**config.mk**
```make
export PLATFORM = sky130hd
export DESIGN_NAME = matvec_sched
export DESIGN_NICKNAME = d
export VERILOG_FILES = /design/src/rtl/matvec_pkg.sv /design/src/rtl/matvec_sched.sv
export SDC_FILE = /design/constraint.sdc
export NUM_CORES = 1
export LEC_CHECK = 0
export BUFFER_PORTS_ARGS = -buffer_cell sky130_fd_sc_hd__buf_4
export CORE_MARGIN = 8
export CORE_UTILIZATION = 51
export DETAILED_ROUTE_END_ITERATION = 12
export PLACE_DENSITY = 0.8
export SLEW_MARGIN = 20
export SYNTH_ARGS = -nofsm -noshare
export SYNTH_HDL_FRONTEND = slang
export SYNTH_SLANG_ARGS = --single-unit
```
**constraint.sdc**
```tcl
create_clock -name clk -period 3.1 [get_ports clk]
set_input_delay 0.155 -clock clk [delete_from_list [all_inputs] [get_ports clk]]
set_output_delay 0.155 -clock clk [all_outputs]
set_load 0.03 [all_outputs]
```
**src/rtl/matvec_pkg.sv**
```systemverilog
// Shared types and default sizing for the Minilab1B matrix-vector sequencer.
package matvec_pkg;
  localparam int DEF_NUM_ROWS = 8;
  localparam int DEF_VEC_LEN  = 8;
  localparam int DEF_DATA_W   = 8;
  // The B vector lives in the word right after the last A row.
  localparam int B_ROW_ADDR   = DEF_NUM_ROWS;

  typedef enum logic [2:0] {
    S_IDLE, S_REQ, S_WAIT, S_FILL, S_COMPUTE, S_DRAIN, S_DONE
  } sched_state_t;
endpackage

```
**src/rtl/matvec_sched.sv**
```systemverilog
// Fetches A rows and B from memory, unpacks them into the row FIFOs, then streams the MAC array.
// Optional SCHED_PERF_EN adds a saturating run-length cycle counter on perf_cycles.
module matvec_sched
  import matvec_pkg::*;
#(
  parameter int NUM_ROWS = DEF_NUM_ROWS,
  parameter int VEC_LEN  = DEF_VEC_LEN,
  parameter int DATA_W   = DEF_DATA_W,
  parameter int ADDR_W   = 32,
  parameter int MAC_LAT  = 1
) (
  input  logic                      clk,
  input  logic                      rst,
  input  logic                      start,
  output logic                      busy,
  output logic                      done,
  output logic [ADDR_W-1:0]         mem_address,
  output logic                      mem_read,
  input  logic [VEC_LEN*DATA_W-1:0] mem_readdata,
  input  logic                      mem_readdatavalid,
  input  logic                      mem_waitrequest,
  output logic                      fifo_clr,
  output logic [NUM_ROWS:0]         fifo_wr_en,
  output logic [DATA_W-1:0]         fifo_wr_data,
  output logic                      fifo_rd_en,
  output logic                      mac_en,
  output logic                      mac_clr,
  output logic [31:0]               perf_cycles
);
  localparam int ROW_W   = $clog2(NUM_ROWS + 1);
  localparam int BYTE_W  = (VEC_LEN > 1) ? $clog2(VEC_LEN) : 1;
  localparam int CYC_MAX = (VEC_LEN > MAC_LAT) ? VEC_LEN : MAC_LAT;
  localparam int CYC_W   = $clog2(CYC_MAX + 1);
  localparam int WR_W    = NUM_ROWS + 1;
  localparam int RD_W    = VEC_LEN * DATA_W;

  sched_state_t      state_q, state_n;
  logic [ROW_W-1:0]  row_q, row_n;
  logic [BYTE_W-1:0] byte_q, byte_n;
  logic [CYC_W-1:0]  cyc_q, cyc_n;
  logic [RD_W-1:0]   rowreg_q, rowreg_n;
  logic              accept;

  always_comb begin
    state_n  = state_q;
    row_n    = row_q;
    byte_n   = byte_q;
    cyc_n    = cyc_q;
    rowreg_n = rowreg_q;
    accept   = 1'b0;
    unique case (state_q)
      S_IDLE: if (start) begin
        state_n = S_REQ;
        row_n   = '0;
        accept  = 1'b1;
      end
      S_REQ: if (!mem_waitrequest) state_n = S_WAIT;
      S_WAIT: if (mem_readdatavalid) begin
        rowreg_n = mem_readdata;
        byte_n   = '0;
        state_n  = S_FILL;
      end
      S_FILL: begin
        if (byte_q == BYTE_W'(VEC_LEN - 1)) begin
          if (row_q == ROW_W'(NUM_ROWS)) begin
            state_n = S_COMPUTE;
            cyc_n   = '0;
          end else begin
            row_n   = row_q + 1'b1;
            state_n = S_REQ;
          end
        end else begin
          byte_n = byte_q + 1'b1;
        end
      end
      S_COMPUTE: begin
        if (cyc_q == CYC_W'(VEC_LEN - 1)) begin
          state_n = S_DRAIN;
          cyc_n   = '0;
        end else begin
          cyc_n = cyc_q + 1'b1;
        end
      end
      S_DRAIN: begin
        if (cyc_q == CYC_W'(MAC_LAT - 1)) state_n = S_DONE;
        else                              cyc_n   = cyc_q + 1'b1;
      end
      S_DONE:  state_n = S_IDLE;
      default: state_n = S_IDLE;
    endcase
  end

  // Outputs are decoded from the next state so they register in step with it.
  always_ff @(posedge clk) begin
    if (rst) begin
      state_q      <= S_IDLE;
      row_q        <= '0;
      byte_q       <= '0;
      cyc_q        <= '0;
      rowreg_q     <= '0;
      busy         <= 1'b0;
      done         <= 1'b0;
      mem_read     <= 1'b0;
      mem_address  <= '0;
      fifo_clr     <= 1'b0;
      mac_clr      <= 1'b0;
      fifo_wr_en   <= '0;
      fifo_wr_data <= '0;
      fifo_rd_en   <= 1'b0;
      mac_en       <= 1'b0;
    end else begin
      state_q      <= state_n;
      row_q        <= row_n;
      byte_q       <= byte_n;
      cyc_q        <= cyc_n;
      rowreg_q     <= rowreg_n;
      busy         <= (state_n != S_IDLE);
      done         <= (state_n == S_DONE);
      mem_read     <= (state_n == S_REQ);
      mem_address  <= (state_n == S_REQ) ? ADDR_W'(row_n) : '0;
      fifo_clr     <= accept;
      mac_clr      <= accept;
      fifo_wr_en   <= (state_n == S_FILL) ? (WR_W'(1) << row_n) : '0;
      fifo_wr_data <= (state_n == S_FILL) ? rowreg_n[byte_n*DATA_W +: DATA_W] : '0;
      fifo_rd_en   <= (state_n == S_COMPUTE);
      mac_en       <= (state_n == S_COMPUTE);
    end
  end

`ifdef SCHED_PERF_EN
  logic [31:0] perf_q;

  // Counts every non-idle cycle, so the held value equals the run length.
  always_ff @(posedge clk) begin
    if (rst || accept)                         perf_q <= '0;
    else if (state_q != S_IDLE && perf_q != '1) perf_q <= perf_q + 32'd1;
  end

  assign perf_cycles = perf_q;
`else
  assign perf_cycles = '0;
`endif

endmodule
```
==> results.txt <==
synthesized instance count: 598
Total Nets Final: 750
element type at the critical path end: flip-flop
switching share of power: 25.7%
Final Max Slew Viols: 0
clock transition time at the flip-flop clock pins of the worst setup and hold paths: 0.10 ns
run status: complete, no violations
TritonCTS Buffers: 9
htree depth: 3
Least-Margin Pin Slew: 0.838 ns
gate family responsible for the most delay along the worst path: simple AND/OR/NAND/NOR gates
unrepaired setup endpoints after global routing: false
critical path's largest stage delay: 0.62 ns
die area: 0.0131 mm2
worst-skew pair later-pin latency: 0.37 ns
DR iter-0 viols: 264
launch point of the critical path: state_q[2]
highest ir drop seen on vdd: 0.000289 V
Period Utilization, post-route: 89.3%
global router's overall resource usage: 17.8%
reg-to-reg setup timing slack: 0.33 ns
standard-cell rows: 36
final wirelength: 11700 um
flip-flop cell with the highest count after synthesis: dfxtp_1
core area: 0.00955 mm2
Resize count post-CTS: 0
final critical path time including I/O delays and setup: 2.77 ns
slew margin rel.: 44.1%
Buffers & Inverters on Critical Path: 0
Pleak: 2.21 nW
Arrival @ worst endpoint: 3.02 ns
routability-driven placement congestion ratio: 0.874
average instance area after synthesis: 8.23 um2
reg2reg start: state_q[2]
hold path startpoint: mem_readdata[8]
total setup violations reported at the end of the flow: 0
Tightest Hold Check Type: in2reg
ratio of cells with drive above 1 in the final layout: 20.7%
vias in the first global route: 4050
fmax: 361 MHz
standard cell area after detailed placement: 0.00545 mm2
count of unresolved DRC violations after routing: 0
Clk network pwr share: 35.9%
Yosys cell types: 55
areal power density over the cells: 476 mW/mm2
fraction of registers with async set or reset after synthesis: 0%
overflow left after global routing: 0
maximum clock path buffer count: 2
x dimension of the die: 114 um
Reg power frac: 51.1%
final antenna-violating net count: 0
layout overhead on the synthesized area: 15.4%
Final Hold Vio Count: 0
count of fill cells added during filler insertion: 864
startpoint kind of the worst setup timing path: flip-flop
clock tree from TritonCTS: done
Chip Height: 114 um
Setup TNS Final: 0 ns
cell with the largest stage delay on the worst path: dfxtp_1
half-perimeter wire length of the detailed placement result: 8910 um
register bit count reported by yosys: 104
part of the Yosys area used for sequential elements: 42.3%
CTS Root Buffer Type: clkbuf_8
number of flops mapped to enable cells by yosys: 0
P_sw: 695 uW
count of synthesis-stage warnings from yosys: 0
vias after detailed routing: 4111
critical path start-end classification: reg2reg
CP Cell Sequence: nor4bb_2 -> nor3_2 -> or4b_4 -> nand2_4 -> mux2i_1 -> o22a_1 -> o311ai_2
number of iterations in the first detailed-routing pass: 6
post-CTS setup buffers: 0
# hold bufs at CTS: 0
final design instance area without fill: 0.00568 mm2
logic gate share of total power: 13.0%
starting density of the core: 51.5%
number of port buffers: 96
TritonCTS Sinks: 104
Post-Synthesis Cell Area: 0.00492 mm2
max-capacitance violation count: 0
pin count of the biggest net entering global routing: 83
skew final: 0.0139 ns
global-route wire length before repair: 19000 um
initial antenna violation count: 0
top-level I/O count: 157
Pint: 2.01 mW
final worst hold slack: 0.0187 ns
vias per cell: 5.06
DR WL/cell: 14.4 um
Design Power: 2.70 mW
crit path max fanout: 17
required arrival time at the worst endpoint: 3.35 ns
diodes inserted: 0
[cell families after synthesis]
kind of cell               synth area share [%]
AOI/OAI and AO/OA                          17.0
adders and majority gates                  1.27
buffers and inverters                      13.2
DFF                                        42.3
muxes                                      3.46
other                                    0.0762
and+or+nand+nor                            22.7
[final cells by class]
cell class	count	area (um2)	share of cell area, %
tap	133	166	2.93
inverter	6	22.5	0.396
sequential	104	2080	36.6
clock buffer	10	128	2.25
clock inverter	5	104	1.83
timing repair buffer	102	766	13.5
multi-input combinational	453	2410	42.5
[state kept, by name, summed over array words and instances (netlist names)]
signal        cells
row_q             4
busy              1
mac_en            1
state_q           3
fifo_wr_en        9
byte_q            3
fifo_wr_data      8
mac_clr           1
rowreg_q         64
mem_address       4
cyc_q             4
mem_read          1
done              1
[layout by cell type, fill, tap and decap left out, types with 9 or more instances in the layout]
cell type,synthesis,layout
buf_4,62,102
mux2i_1,17,17
nor2_1,47,47
clkbuf_8,0,9
nand2_1,137,137
conb_1,1,60
nor3_1,12,12
dfxtp_1,104,104
o21ai_0,16,16
a21oi_1,79,79
[routing by layer]
metal	routed length (um)	track usage [%]
met1	4830	21.1
met3	793	4.38
met4	230	6.57
met2	5880	30.5
met5	0	0
[metrics by stage]
stage	util (%)	std cells	setup slack, ns
global route	59.5	813	0.0885
global placement	57.1	798	0.408
detailed placement	57.1	798	0.390
floorplan	-	657	0.838
finish	59.5	813	0.330
CTS	59.5	813	0.354
[synthesized netlist by cell type, drive strengths merged, types with 3 or more instances]
| cell | count | share of area, % |
|---|---|---|
| nand2 | 139 | 11 |
| dfxtp | 104 | 42 |
| a21oi | 80 | 8.2 |
| buf | 78 | 12 |
| nor2 | 48 | 3.8 |
| o21ai | 20 | 2.1 |
| mux2i | 17 | 3.5 |
| clkbuf | 16 | 1.2 |
| nor3 | 15 | 2.0 |
| o22a | 8 | 1.4 |
| o311ai | 8 | 2.6 |
| inv | 6 | 0.46 |
| nand3 | 6 | 0.61 |
| ha | 5 | 1.3 |
| nand2b | 4 | 0.51 |
| nand3b | 4 | 0.61 |
| nor2b | 4 | 0.51 |
| a31oi | 3 | 0.38 |
| and2 | 3 | 0.38 |
| or4b | 3 | 0.69 |
[power by group through the flow]
stage                     clock [mW]  sequential, mW  combinational (mW)
final                          0.971            1.38               0.351
after global routing            1.04            1.38               0.381
after CTS                      0.988            1.38               0.348
after detailed placement           0            1.41               0.347
after global placement             0            1.41               0.344
after floorplan                    0            1.41               0.298
[worst register-to-register path: stages (launching register included)]
cell,delay [ns]
dfxtp_1,0.62
nor4bb_2,0.45
nor3_2,0.11
or4b_4,0.55
nand2_4,0.28
mux2i_1,0.36
o22a_1,0.20
o311ai_2,0.10
[worst paths after layout]
kind,depth (start not counted),end
setup / recovery,7,fifo_wr_data[1]
hold reg to reg,2,rowreg_q[58]
setup reg to reg,7,fifo_wr_data[1]
hold / removal,3,rowreg_q[8]
No activity file was read; power rests on OpenSTA's default activity.
